## src/rtl/outarb_if.sv

```systemverilog
// Signal bundle between the three input channel blocks and one output-port arbiter.
// The slave modport is the arbiter side; the master modport is the channel/link side.

`ifndef OUTARB_DEFS
`define OUTARB_DEFS
`define PORTW         1
`define DATAW         31
`define VCHW          1
`define TYPE_MSB      31
`define TYPE_LSB      30
`define TYPE_HEAD     2'b00
`define TYPE_BODY     2'b01
`define TYPE_TAIL     2'b10
`define TYPE_HEADTAIL 2'b11
`endif

interface outarb_if;
    logic             req_0;
    logic             req_1;
    logic             req_2;
    logic [`PORTW:0]  port_0;
    logic [`PORTW:0]  port_1;
    logic [`PORTW:0]  port_2;
    logic [`DATAW:0]  idata_0;
    logic [`DATAW:0]  idata_1;
    logic [`DATAW:0]  idata_2;
    logic             ivalid_0;
    logic             ivalid_1;
    logic             ivalid_2;
    logic [`VCHW:0]   ivch_0;
    logic [`VCHW:0]   ivch_1;
    logic [`VCHW:0]   ivch_2;
    logic             grt_0;
    logic             grt_1;
    logic             grt_2;
    logic [`DATAW:0]  odata;
    logic             ovalid;
    logic [`VCHW:0]   ovch;
    logic             busy;

    modport slave (
        input  req_0, req_1, req_2,
        input  port_0, port_1, port_2,
        input  idata_0, idata_1, idata_2,
        input  ivalid_0, ivalid_1, ivalid_2,
        input  ivch_0, ivch_1, ivch_2,
        output grt_0, grt_1, grt_2,
        output odata, ovalid, ovch, busy
    );

    modport master (
        output req_0, req_1, req_2,
        output port_0, port_1, port_2,
        output idata_0, idata_1, idata_2,
        output ivalid_0, ivalid_1, ivalid_2,
        output ivch_0, ivch_1, ivch_2,
        input  grt_0, grt_1, grt_2,
        input  odata, ovalid, ovch, busy
    );
endinterface

```

## src/rtl/outarb.sv

```systemverilog
// Output-port switch arbiter and crossbar stage: round-robin packet grant over three inputs,
// one register stage on the output link. Optional stall watchdog under OUTARB_TIMEOUT_EN.

`ifndef OUTARB_DEFS
`define OUTARB_DEFS
`define PORTW         1
`define DATAW         31
`define VCHW          1
`define TYPE_MSB      31
`define TYPE_LSB      30
`define TYPE_HEAD     2'b00
`define TYPE_BODY     2'b01
`define TYPE_TAIL     2'b10
`define TYPE_HEADTAIL 2'b11
`endif

module outarb #(
    parameter int unsigned PORTID = 0
`ifdef OUTARB_TIMEOUT_EN
    ,
    parameter int unsigned TIMEOUT = 15
`endif
) (
    input  logic     clk,
    input  logic     rst_,
    outarb_if.slave  bus
);

    localparam logic [`PORTW:0] PORT_SEL = PORTID[`PORTW:0];

    typedef enum logic [0:0] {
        ST_IDLE = 1'b0,
        ST_BUSY = 1'b1
    } state_t;

    state_t            state_r;
    state_t            state_nxt_s;
    logic [1:0]        owner_r;
    logic [1:0]        owner_nxt_s;
    logic [1:0]        rr_r;
    logic [1:0]        rr_nxt_s;

    logic [2:0]        r_s;
    logic [2:0]        win_s;
    logic              own_req_s;
    logic              own_valid_s;
    logic [`DATAW:0]   own_data_s;
    logic [`VCHW:0]    own_vch_s;
    logic              own_tail_s;
    logic              release_s;
    logic              timeout_s;

    logic [2:0]        grt_r;
    logic [2:0]        grt_nxt_s;
    logic [`DATAW:0]   odata_r;
    logic [`DATAW:0]   odata_nxt_s;
    logic              ovalid_r;
    logic              ovalid_nxt_s;
    logic [`VCHW:0]    ovch_r;
    logic [`VCHW:0]    ovch_nxt_s;
    logic              busy_r;
    logic              busy_nxt_s;

    function automatic logic [2:0] onehot3(input logic [1:0] idx);
        logic [2:0] res;
        case (idx)
            2'd0:    res = 3'b001;
            2'd1:    res = 3'b010;
            2'd2:    res = 3'b100;
            default: res = 3'b000;
        endcase
        return res;
    endfunction

    function automatic logic [1:0] inc3(input logic [1:0] idx);
        logic [1:0] res;
        case (idx)
            2'd0:    res = 2'd1;
            2'd1:    res = 2'd2;
            default: res = 2'd0;
        endcase
        return res;
    endfunction

    // Returns {found, index} of the first requester scanning from ptr with wrap-around.
    function automatic logic [2:0] rr_pick(input logic [2:0] r, input logic [1:0] ptr);
        logic [2:0] res;
        res = 3'b000;
        case (ptr)
            2'd1: begin
                if (r[1])      res = {1'b1, 2'd1};
                else if (r[2]) res = {1'b1, 2'd2};
                else if (r[0]) res = {1'b1, 2'd0};
                else           res = 3'b000;
            end
            2'd2: begin
                if (r[2])      res = {1'b1, 2'd2};
                else if (r[0]) res = {1'b1, 2'd0};
                else if (r[1]) res = {1'b1, 2'd1};
                else           res = 3'b000;
            end
            default: begin
                if (r[0])      res = {1'b1, 2'd0};
                else if (r[1]) res = {1'b1, 2'd1};
                else if (r[2]) res = {1'b1, 2'd2};
                else           res = 3'b000;
            end
        endcase
        return res;
    endfunction

    // Effective requests: only those aimed at this output port count.
    always_comb begin
        r_s[0] = bus.req_0 && (bus.port_0 == PORT_SEL);
        r_s[1] = bus.req_1 && (bus.port_1 == PORT_SEL);
        r_s[2] = bus.req_2 && (bus.port_2 == PORT_SEL);
    end

    // Crossbar select: the current owner's request and flit.
    always_comb begin
        own_req_s   = 1'b0;
        own_valid_s = 1'b0;
        own_data_s  = {(`DATAW+1){1'b0}};
        own_vch_s   = {(`VCHW+1){1'b0}};
        case (owner_r)
            2'd0: begin
                own_req_s   = r_s[0];
                own_valid_s = bus.ivalid_0;
                own_data_s  = bus.idata_0;
                own_vch_s   = bus.ivch_0;
            end
            2'd1: begin
                own_req_s   = r_s[1];
                own_valid_s = bus.ivalid_1;
                own_data_s  = bus.idata_1;
                own_vch_s   = bus.ivch_1;
            end
            2'd2: begin
                own_req_s   = r_s[2];
                own_valid_s = bus.ivalid_2;
                own_data_s  = bus.idata_2;
                own_vch_s   = bus.ivch_2;
            end
            default: begin
                own_req_s   = 1'b0;
                own_valid_s = 1'b0;
                own_data_s  = {(`DATAW+1){1'b0}};
                own_vch_s   = {(`VCHW+1){1'b0}};
            end
        endcase
    end

    assign win_s      = rr_pick(r_s, rr_r);
    assign own_tail_s = own_valid_s &&
                        ((own_data_s[`TYPE_MSB:`TYPE_LSB] == `TYPE_TAIL) ||
                         (own_data_s[`TYPE_MSB:`TYPE_LSB] == `TYPE_HEADTAIL));
    // A dropped request ends the packet just like a tail flit does.
    assign release_s  = own_tail_s || !own_req_s || timeout_s;

`ifdef OUTARB_TIMEOUT_EN
    localparam logic [3:0] TMO_LIMIT = TIMEOUT[3:0];

    logic [3:0] idle_cnt_r;
    logic [3:0] idle_cnt_nxt_s;

    // Stall counter: counts owner cycles without a flit, reset by any flit or by leaving BUSY.
    always_comb begin
        idle_cnt_nxt_s = idle_cnt_r;
        if ((state_r != ST_BUSY) || release_s || own_valid_s) begin
            idle_cnt_nxt_s = 4'd0;
        end else begin
            idle_cnt_nxt_s = idle_cnt_r + 4'd1;
        end
    end

    // Stall counter register.
    always_ff @(posedge clk or posedge rst_) begin
        if (rst_) begin
            idle_cnt_r <= 4'd0;
        end else begin
            idle_cnt_r <= idle_cnt_nxt_s;
        end
    end

    assign timeout_s = (state_r == ST_BUSY) && !own_valid_s && (idle_cnt_r == TMO_LIMIT);
`else
    assign timeout_s = 1'b0;
`endif

    // State, owner and round-robin pointer registers.
    always_ff @(posedge clk or posedge rst_) begin
        if (rst_) begin
            state_r <= ST_IDLE;
            owner_r <= 2'd0;
            rr_r    <= 2'd0;
        end else begin
            state_r <= state_nxt_s;
            owner_r <= owner_nxt_s;
            rr_r    <= rr_nxt_s;
        end
    end

    // Next-state logic: grant from IDLE, release from BUSY and advance the pointer past the owner.
    always_comb begin
        state_nxt_s = state_r;
        owner_nxt_s = owner_r;
        rr_nxt_s    = rr_r;
        case (state_r)
            ST_IDLE: begin
                if (win_s[2]) begin
                    state_nxt_s = ST_BUSY;
                    owner_nxt_s = win_s[1:0];
                end else begin
                    state_nxt_s = ST_IDLE;
                end
            end
            ST_BUSY: begin
                if (release_s) begin
                    state_nxt_s = ST_IDLE;
                    rr_nxt_s    = inc3(owner_r);
                end else begin
                    state_nxt_s = ST_BUSY;
                end
            end
            default: begin
                state_nxt_s = ST_IDLE;
            end
        endcase
    end

    // Output logic: next grant vector, busy flag and the owner's flit for the link register.
    always_comb begin
        grt_nxt_s    = 3'b000;
        odata_nxt_s  = {(`DATAW+1){1'b0}};
        ovalid_nxt_s = 1'b0;
        ovch_nxt_s   = {(`VCHW+1){1'b0}};
        busy_nxt_s   = (state_nxt_s == ST_BUSY);
        if (state_nxt_s == ST_BUSY) begin
            grt_nxt_s = onehot3(owner_nxt_s);
        end else begin
            grt_nxt_s = 3'b000;
        end
        if (state_r == ST_BUSY) begin
            ovch_nxt_s = own_vch_s;
            if (own_valid_s) begin
                odata_nxt_s  = own_data_s;
                ovalid_nxt_s = 1'b1;
            end else begin
                odata_nxt_s  = {(`DATAW+1){1'b0}};
                ovalid_nxt_s = 1'b0;
            end
        end else begin
            ovch_nxt_s   = {(`VCHW+1){1'b0}};
            odata_nxt_s  = {(`DATAW+1){1'b0}};
            ovalid_nxt_s = 1'b0;
        end
    end

    // Registered outputs.
    always_ff @(posedge clk or posedge rst_) begin
        if (rst_) begin
            grt_r    <= 3'b000;
            odata_r  <= {(`DATAW+1){1'b0}};
            ovalid_r <= 1'b0;
            ovch_r   <= {(`VCHW+1){1'b0}};
            busy_r   <= 1'b0;
        end else begin
            grt_r    <= grt_nxt_s;
            odata_r  <= odata_nxt_s;
            ovalid_r <= ovalid_nxt_s;
            ovch_r   <= ovch_nxt_s;
            busy_r   <= busy_nxt_s;
        end
    end

    assign bus.grt_0  = grt_r[0];
    assign bus.grt_1  = grt_r[1];
    assign bus.grt_2  = grt_r[2];
    assign bus.odata  = odata_r;
    assign bus.ovalid = ovalid_r;
    assign bus.ovch   = ovch_r;
    assign bus.busy   = busy_r;

endmodule

```

## src/flat_wrapper.sv

```systemverilog
// flat-port wrapper written by rule: the top's interface ports become plain ports
module outarb_flat 
#(
    parameter int unsigned PORTID = 0

)
  (clk, rst_, bus_req_0, bus_req_1, bus_req_2, bus_port_0, bus_port_1, bus_port_2, bus_idata_0, bus_idata_1, bus_idata_2, bus_ivalid_0, bus_ivalid_1, bus_ivalid_2, bus_ivch_0, bus_ivch_1, bus_ivch_2, bus_grt_0, bus_grt_1, bus_grt_2, bus_odata, bus_ovalid, bus_ovch, bus_busy);
  outarb_if bus_i ();
  input  logic clk;
  input  logic rst_;
  input wire logic [$bits(bus_i.req_0)-1:0] bus_req_0;
  input wire logic [$bits(bus_i.req_1)-1:0] bus_req_1;
  input wire logic [$bits(bus_i.req_2)-1:0] bus_req_2;
  input wire logic [$bits(bus_i.port_0)-1:0] bus_port_0;
  input wire logic [$bits(bus_i.port_1)-1:0] bus_port_1;
  input wire logic [$bits(bus_i.port_2)-1:0] bus_port_2;
  input wire logic [$bits(bus_i.idata_0)-1:0] bus_idata_0;
  input wire logic [$bits(bus_i.idata_1)-1:0] bus_idata_1;
  input wire logic [$bits(bus_i.idata_2)-1:0] bus_idata_2;
  input wire logic [$bits(bus_i.ivalid_0)-1:0] bus_ivalid_0;
  input wire logic [$bits(bus_i.ivalid_1)-1:0] bus_ivalid_1;
  input wire logic [$bits(bus_i.ivalid_2)-1:0] bus_ivalid_2;
  input wire logic [$bits(bus_i.ivch_0)-1:0] bus_ivch_0;
  input wire logic [$bits(bus_i.ivch_1)-1:0] bus_ivch_1;
  input wire logic [$bits(bus_i.ivch_2)-1:0] bus_ivch_2;
  output wire logic [$bits(bus_i.grt_0)-1:0] bus_grt_0;
  output wire logic [$bits(bus_i.grt_1)-1:0] bus_grt_1;
  output wire logic [$bits(bus_i.grt_2)-1:0] bus_grt_2;
  output wire logic [$bits(bus_i.odata)-1:0] bus_odata;
  output wire logic [$bits(bus_i.ovalid)-1:0] bus_ovalid;
  output wire logic [$bits(bus_i.ovch)-1:0] bus_ovch;
  output wire logic [$bits(bus_i.busy)-1:0] bus_busy;
  assign bus_i.req_0 = bus_req_0;
  assign bus_i.req_1 = bus_req_1;
  assign bus_i.req_2 = bus_req_2;
  assign bus_i.port_0 = bus_port_0;
  assign bus_i.port_1 = bus_port_1;
  assign bus_i.port_2 = bus_port_2;
  assign bus_i.idata_0 = bus_idata_0;
  assign bus_i.idata_1 = bus_idata_1;
  assign bus_i.idata_2 = bus_idata_2;
  assign bus_i.ivalid_0 = bus_ivalid_0;
  assign bus_i.ivalid_1 = bus_ivalid_1;
  assign bus_i.ivalid_2 = bus_ivalid_2;
  assign bus_i.ivch_0 = bus_ivch_0;
  assign bus_i.ivch_1 = bus_ivch_1;
  assign bus_i.ivch_2 = bus_ivch_2;
  assign bus_grt_0 = bus_i.grt_0;
  assign bus_grt_1 = bus_i.grt_1;
  assign bus_grt_2 = bus_i.grt_2;
  assign bus_odata = bus_i.odata;
  assign bus_ovalid = bus_i.ovalid;
  assign bus_ovch = bus_i.ovch;
  assign bus_busy = bus_i.busy;
  outarb #(.PORTID(PORTID)) u_core (.clk(clk), .rst_(rst_), .bus(bus_i));
endmodule
```

## config.mk

```make
export PLATFORM = sky130hd
export DESIGN_NAME = outarb_flat
export DESIGN_NICKNAME = d
export VERILOG_FILES = /design/src/rtl/outarb_if.sv /design/src/rtl/outarb.sv /design/src/flat_wrapper.sv
export SDC_FILE = /design/constraint.sdc
export NUM_CORES = 1
export LEC_CHECK = 0
export CORE_MARGIN = 3
export CORE_UTILIZATION = 37
export CTS_BUF_LIST = sky130_fd_sc_hd__clkbuf_2 sky130_fd_sc_hd__clkbuf_4 sky130_fd_sc_hd__clkbuf_8
export DETAILED_ROUTE_END_ITERATION = 16
export PLACE_DENSITY = 0.8
export SLEW_MARGIN = 5
export SYNTH_ARGS = -nofsm -noshare
export SYNTH_HDL_FRONTEND = slang
export SYNTH_SLANG_ARGS = --single-unit
```

## constraint.sdc

```tcl
create_clock -name clk -period 1.9 [get_ports clk]
set_clock_uncertainty 0.05 [all_clocks]
set_input_delay 0.57 -clock clk [delete_from_list [all_inputs] [get_ports clk]]
set_output_delay 0.57 -clock clk [all_outputs]
set_load 0.01 [all_outputs]
```

; ---- Word-level counts from Yosys, hierarchy flattened
; Index checks and enable logic that the tools add are counted.
[totals]
register_bits = 43
ramBits = 0
n_memories = 0
latchBits = 0
output_inout_bits = 39
rom_bits = 0
in_bits = 116
[classes]
addsub = 0
div_mod_pow = 0
multipliers = 0
reduce_logical = 13
n_mux = 27
n_shift = 0
n_bitwise = 1
magnitude_cmp = 0
eq_ne = 8
[ops]
columns = op, n
row1 = 32-bit one-hot mux with 3 select lines, 1
row2 = 32-bit two-way mux, 2
row3 = 3-bit two-way mux, 10
row4 = "2-bit == test, second input constant", 5
row5 = 2-bit zero test, 5
row6 = 3-bit one-hot mux with 3 select lines, 1
row7 = "2-bit by 1-bit == test with 1-bit output, second input constant", 3
row8 = 2-bit two-way mux, 3
row9 = 1-bit one-hot mux with 3 select lines, 2
row10 = 2-bit one-hot mux with 3 select lines, 1
row11 = 3-bit one-hot mux with 2 select lines, 1
row12 = 1-bit logical AND, 4
row13 = 1-bit two-way mux, 4
row14 = 2-bit one-hot mux with 2 select lines, 1
row15 = 1-bit logical OR, 2
row16 = 1-bit one-hot mux with 2 select lines, 1
row17 = 2-bit AND reduction, 1
row18 = 1-bit zero test, 1
row19 = 1-bit inverter, 1

; ---- Depth between registers and ports, before layout
[depth]
word_depth = 11
depth_mapped = 7

; ---- Worst setup path after synthesis
; OpenSTA, ideal clock, no wires.
[synth_path]
kind = input -> register
startpoint = input bus_port_1[1]
endpoint = register u_core.grt_r[1]
setup_slack_ns = -0.060
stages = 6
t_arrival_ns = 1.823
path_cell_list = or3b_1 > buf_2 > a211o_1 > a32oi_2 > inv_2 > a211oi_2
[synth_between]
elab_chain_len = 11
elab_cells_between_ends = 22
cone_classes = eq/ne (2) / mux (15) / reduce/logical (5)
[synth_lines]
columns = element, line
row1 = from (decl), flat_wrapper.sv:15  ; input wire logic [$bits(bus_i.port_1)-1:0] bus_port_1;
row2 = 2-bit zero test (*), outarb.sv:115  ; r_s[1] = bus.req_1 && (bus.port_1 == PORT_SEL);
row3 = 1-bit logical AND (*), outarb.sv:115
row4 = 3-bit two-way mux, outarb.sv:99  ; else if (r[1]) res = {1'b1, 2'd1};
row5 = 3-bit two-way mux, outarb.sv:98  ; else if (r[0]) res = {1'b1, 2'd0};
row6 = 3-bit two-way mux, outarb.sv:97  ; if (r[2]) res = {1'b1, 2'd2};
row7 = 3-bit one-hot mux with 2 select lines (*), outarb.sv:89  ; case (ptr)
row8 = 2-bit two-way mux (*), outarb.sv:210  ; if (win_s[2]) begin
row9 = 2-bit two-way mux (*), outarb.sv:208  ; case (state_r)
row10 = via u_core.owner_nxt_s[1], outarb.sv:39  ; logic [1:0] owner_nxt_s;
row11 = 2-bit == test (tied with other cells), outarb.sv:66  ; case (idx)
row12 = 3-bit one-hot mux with 3 select lines (*), outarb.sv:66
row13 = 3-bit two-way mux (*), outarb.sv:238  ; if (state_nxt_s == ST_BUSY) begin
row14 = via u_core.grt_nxt_s[1], outarb.sv:54  ; logic [2:0] grt_nxt_s;
row15 = to (signal assigned), outarb.sv:268  ; grt_r <= grt_nxt_s;
row16 = to (decl), outarb.sv:53  ; logic [2:0] grt_r;
; The timed path passes the listed nets; every way through them passes the cells marked *.
; A chain may end at the register's enable or synchronous reset.

; ---- Worst setup path after layout
[layout_path]
startpoint = input bus_port_0[1]
endpoint = register u_core.grt_r[0]
[layout_between]
elab_chain_len = 11
elab_cells_between_ends = 22
cone_classes = eq/ne (2) / mux (15) / reduce/logical (5)
[layout_lines]
columns = element, line
row1 = from (decl), flat_wrapper.sv:14  ; input wire logic [$bits(bus_i.port_0)-1:0] bus_port_0;
row2 = 2-bit zero test (*), outarb.sv:114  ; r_s[0] = bus.req_0 && (bus.port_0 == PORT_SEL);
row3 = 1-bit logical AND (*), outarb.sv:114
row4 = 3-bit two-way mux, outarb.sv:93  ; else if (r[0]) res = {1'b1, 2'd0};
row5 = 3-bit two-way mux, outarb.sv:92  ; else if (r[2]) res = {1'b1, 2'd2};
row6 = 3-bit two-way mux, outarb.sv:91  ; if (r[1]) res = {1'b1, 2'd1};
row7 = 3-bit one-hot mux with 2 select lines, outarb.sv:89
row8 = 2-bit two-way mux, outarb.sv:210
row9 = 2-bit two-way mux, outarb.sv:208
row10 = 2-bit == test (tied with other cells), outarb.sv:66
row11 = 3-bit one-hot mux with 3 select lines, outarb.sv:66
row12 = 3-bit two-way mux (*), outarb.sv:238
row13 = via u_core.grt_nxt_s[0], outarb.sv:54
; Marks and branches as above.

==> results.json <==
{
  "status": "complete, no violations",
  "antenna_found_initial": 0,
  "cts.reportedPaths.clkPinSlew_ns": 0.08,
  "ant_nets": 0,
  "critical_path_arrival_ns": 2.02,
  "drt_iter0_markers": 67,
  "drtPass1Iterations": 4,
  "p_int_w": 0.00274,
  "final_net_count": 535,
  "slew_viol_final": 0,
  "critical_path.top_delay_family": "simple AND/OR/NAND/NOR gates",
  "cts_tree": "done",
  "critPathBufInv": 3,
  "clk-insertion-delay-late_ns": 0.29,
  "grt_max_degree": 24,
  "io_pins": 155,
  "dp.cells": 478,
  "min_path_type": "in -> async",
  "grt_pass1_wl_um": 11800,
  "diodes": 0,
  "layoutNonFillerInstCount": 493,
  "slew_headroom": 0.672,
  "wl_per_cell_um": 15.5,
  "die_y_um": 84.8,
  "yosys_register_bits": 43,
  "required_ns": 2.06,
  "max_cap_viol_count": 0,
  "utilization": 0.714,
  "routed_via_density": 4.97,
  "synth_area_per_cell_um2": 9.14,
  "setup_viol": 0,
  "timing.final.crit_share": 0.976,
  "htree_levels": 2,
  "seq_power_share": 0.283,
  "comb_power_share": 0.554,
  "reg2reg_slack_ns": 0.08,
  "gr-total-overflow": 0,
  "clockBufferDepth": 2,
  "path_cells": "clkdlybuf4s15_1, or3b_4, buf_6, buf_4, a311oi_1, a41oi_2, nor3_2",
  "wl_um": 7650,
  "fin_hold_ws_ns": 0.528,
  "die_x_um": 84.8,
  "reg2reg_from": "u_core.rr_r[1]$_DFFE_PP0P_",
  "worst-path-max-fanout": 2,
  "pwr_density_cell_nw_per_um2": 1020,
  "crit_start": "bus_port_0[1]",
  "switching_share": 0.370,
  "portBuffers": 154,
  "worst_ir_drop_vdd_uv": 669,
  "timing.final.hold_violations": 0,
  "gp_congestion": 0.854,
  "start_util": 0.385,
  "drive_above_1_share": 0.127,
  "cts_sinks": 43,
  "syn2layout_area_growth_pct": 85.4,
  "placementRows": 28,
  "cts_hold_buf": 0,
  "first_global_vias": 2465,
  "yosysUniqueCellTypes": 35,
  "netlist_area_um2": 2290,
  "yosys_warnings": 0,
  "syn_nets": 369,
  "crit_type": "in -> reg",
  "dieArea_um2": 7180,
  "seq_area_frac_synth": 0.469,
  "grtUsageTotal": 0.206,
  "root_buffer": "clkbuf_8",
  "cp-start-kind": "input pin",
  "num_vias": 2452,
  "dp_hpwl_um": 5670,
  "slowest_stage": "or3b_4",
  "route.detailed.drc": 0,
  "max_stage_delay_ns": 0.41,
  "switching_power_w": 0.00161,
  "max_freq_mhz": 540,
  "place_worst_setup_slack_ns": -0.552,
  "synthCells": 251,
  "power.share.clock": 0.163,
  "cp-end-kind": "register",
  "core_um2": 5960,
  "worst_slew_pin_slew_ns": 0.491,
  "cts_buffers": 5,
  "min_period_ns": 1.85,
  "power_leakage_nw": 1.80,
  "final.setup.worst_slack_ns": 0.0465,
  "fill_cells": 460
}
[what timing repair did]
action | CTS | global route
resized for setup | 19 | 17
buffers inserted | 5 | 2
pin swaps | 8 | 6
setup endpoints to repair | 7 | 5
[layer usage]
metal	wire length, µm	share of wire	GRT usage
met1	2780	0.36	0.239
met2	4080	0.53	0.363
met3	655	0.086	0.0618
met4	134	0.018	0.0633
met5	0	0	0
[cell usage after synthesis]
| master | n | area (µm²) |
|---|---|---|
| nor2_1 | 69 | 259 |
| dfrtp_1 | 43 | 1080 |
| mux2i_1 | 35 | 350 |
| a21oi_1 | 34 | 170 |
| clkbuf_1 | 12 | 45.0 |
| inv_1 | 6 | 22.5 |
| buf_2 | 5 | 25.0 |
| nand2_1 | 5 | 18.8 |
| nor3_1 | 5 | 25.0 |
| o211ai_1 | 3 | 22.5 |
| a211o_1 | 2 | 17.5 |
| a2bb2oi_1 | 2 | 17.5 |
| ha_1 | 2 | 25.0 |
| inv_2 | 2 | 7.51 |
| nand2b_1 | 2 | 12.5 |
| nand3_1 | 2 | 10.0 |
| o2bb2ai_1 | 2 | 17.5 |
| or3_1 | 2 | 12.5 |
| or3b_1 | 2 | 17.5 |
| a2111oi_0 | 1 | 8.76 |
| a211oi_1 | 1 | 7.51 |
| a211oi_2 | 1 | 12.5 |
| a21bo_2 | 1 | 10.0 |
| a21boi_0 | 1 | 7.51 |
| a221o_1 | 1 | 10.0 |
| a22oi_1 | 1 | 7.51 |
| a311o_1 | 1 | 10.0 |
| a311oi_1 | 1 | 8.76 |
| a32oi_2 | 1 | 16.3 |
| a41oi_1 | 1 | 8.76 |
| and2_1 | 1 | 6.26 |
| buf_1 | 1 | 3.75 |
| nor2b_1 | 1 | 6.26 |
| nor3b_1 | 1 | 7.51 |
| or3b_4 | 1 | 11.3 |
[through the flow]
| step | cell area [µm²] | setup TNS (ns) | power, W |
|---|---|---|---|
| final | 4250 | 0 | 0.00435 |
| after global routing | 4250 | -0.0287 | 0.00464 |
| after CTS | 4180 | 0 | 0.00422 |
| after detailed placement | 4010 | -3.33 | 0.00342 |
| after global placement | 4010 | -3.02 | 0.00336 |
| after floorplan | 2290 | -0.0573 | 0.00246 |
[logic make-up (layout without fill, tap and decap cells)]
family	Yosys count	count (layout)	share of synthesized area
AO/OA/AOI/OAI	54	54	0.154
adder cells (fa/ha/maj)	2	2	0.0109
buffers and inverters	26	193	0.0453
flip-flops	43	43	0.469
multiplexers	35	35	0.153
AND/OR/NAND/NOR	91	91	0.168
[registers in the layout, indices dropped and copies added, names as in the netlist]
register and cells:
u_core.rr_r 2, u_core.bus.ovch 2, u_core.bus.ovalid 1, u_core.owner_r 2, u_core.bus.odata 32, u_core.grt_r 3
u_core.state_r 1
[path summary, 6_finish.rpt]
check | to | cells after the start
worst min register to register | u_core.rr_r[1]$_DFFE_PP0P_ | 2
worst max-delay path | u_core.grt_r[0]$_DFF_PP0_ | 7
worst min-delay path | u_core.bus.odata[31]$_DFF_PP0_ | 2
worst max register to register | u_core.grt_r[0]$_DFF_PP0_ | 7
min in group clk | u_core.rr_r[1]$_DFFE_PP0P_ | 2
max in group asynchronous | u_core.bus.odata[29]$_DFF_PP0_ | 3
[layout by cell type (no fill, tap or decap), drive strengths merged, types with 2 or more instances in the layout]
| master | synthesis | layout |
|---|---|---|
| a211o | 2 | 2 |
| clkbuf | 12 | 6 |
| clkdlybuf4s50 | 0 | 145 |
| nor2 | 69 | 69 |
| clkinv | 0 | 2 |
| nand2b | 2 | 2 |
| or3 | 2 | 2 |
| dfrtp | 43 | 43 |
| mux2i | 35 | 35 |
| o211ai | 3 | 3 |
| a2bb2oi | 2 | 2 |
| a21oi | 34 | 34 |
| a211oi | 2 | 2 |
| nor3 | 5 | 5 |
| buf | 6 | 23 |
| clkdlybuf4s15 | 0 | 7 |
| o2bb2ai | 2 | 2 |
| nand2 | 5 | 5 |
| inv | 8 | 8 |
| or3b | 3 | 3 |
| ha | 2 | 2 |
| nand3 | 2 | 2 |
[area by class of cell]
cell class | count | area [µm²] | area share
flip-flops and latches | 43 | 1080 | 0.254
well taps | 75 | 93.8 | 0.0221
repair buffers | 177 | 1740 | 0.409
inverters | 8 | 30.0 | 0.00706
multi-input cells | 182 | 1200 | 0.282
clock inverters | 3 | 43.8 | 0.0103
clock buffers | 5 | 68.8 | 0.0162
[worst register-to-register path: cells and delay by family (launching register included)]
family | cells | cell delay (ns)
AOI/OAI and AO/OA | 2 | 0.58
DFF | 1 | 0.45
adders and majority gates | 1 | 0.25
and+or+nand+nor | 2 | 0.24
buffers and inverters | 2 | 0.16
[power by group through the flow]
| stage | sequential, W | combinational, W | clock (W) |
|---|---|---|---|
| 2_1_floorplan | 0.00130 | 0.00116 | 0 |
| 3_3_place_gp | 0.00124 | 0.00212 | 0 |
| 3_5_place_dp | 0.00125 | 0.00217 | 0 |
| 4_1_cts | 0.00123 | 0.00226 | 0.000729 |
| 5_1_grt | 0.00126 | 0.00262 | 0.000762 |
| 6_report | 0.00123 | 0.00241 | 0.000708 |
Power figures use the tool's default switching activity.
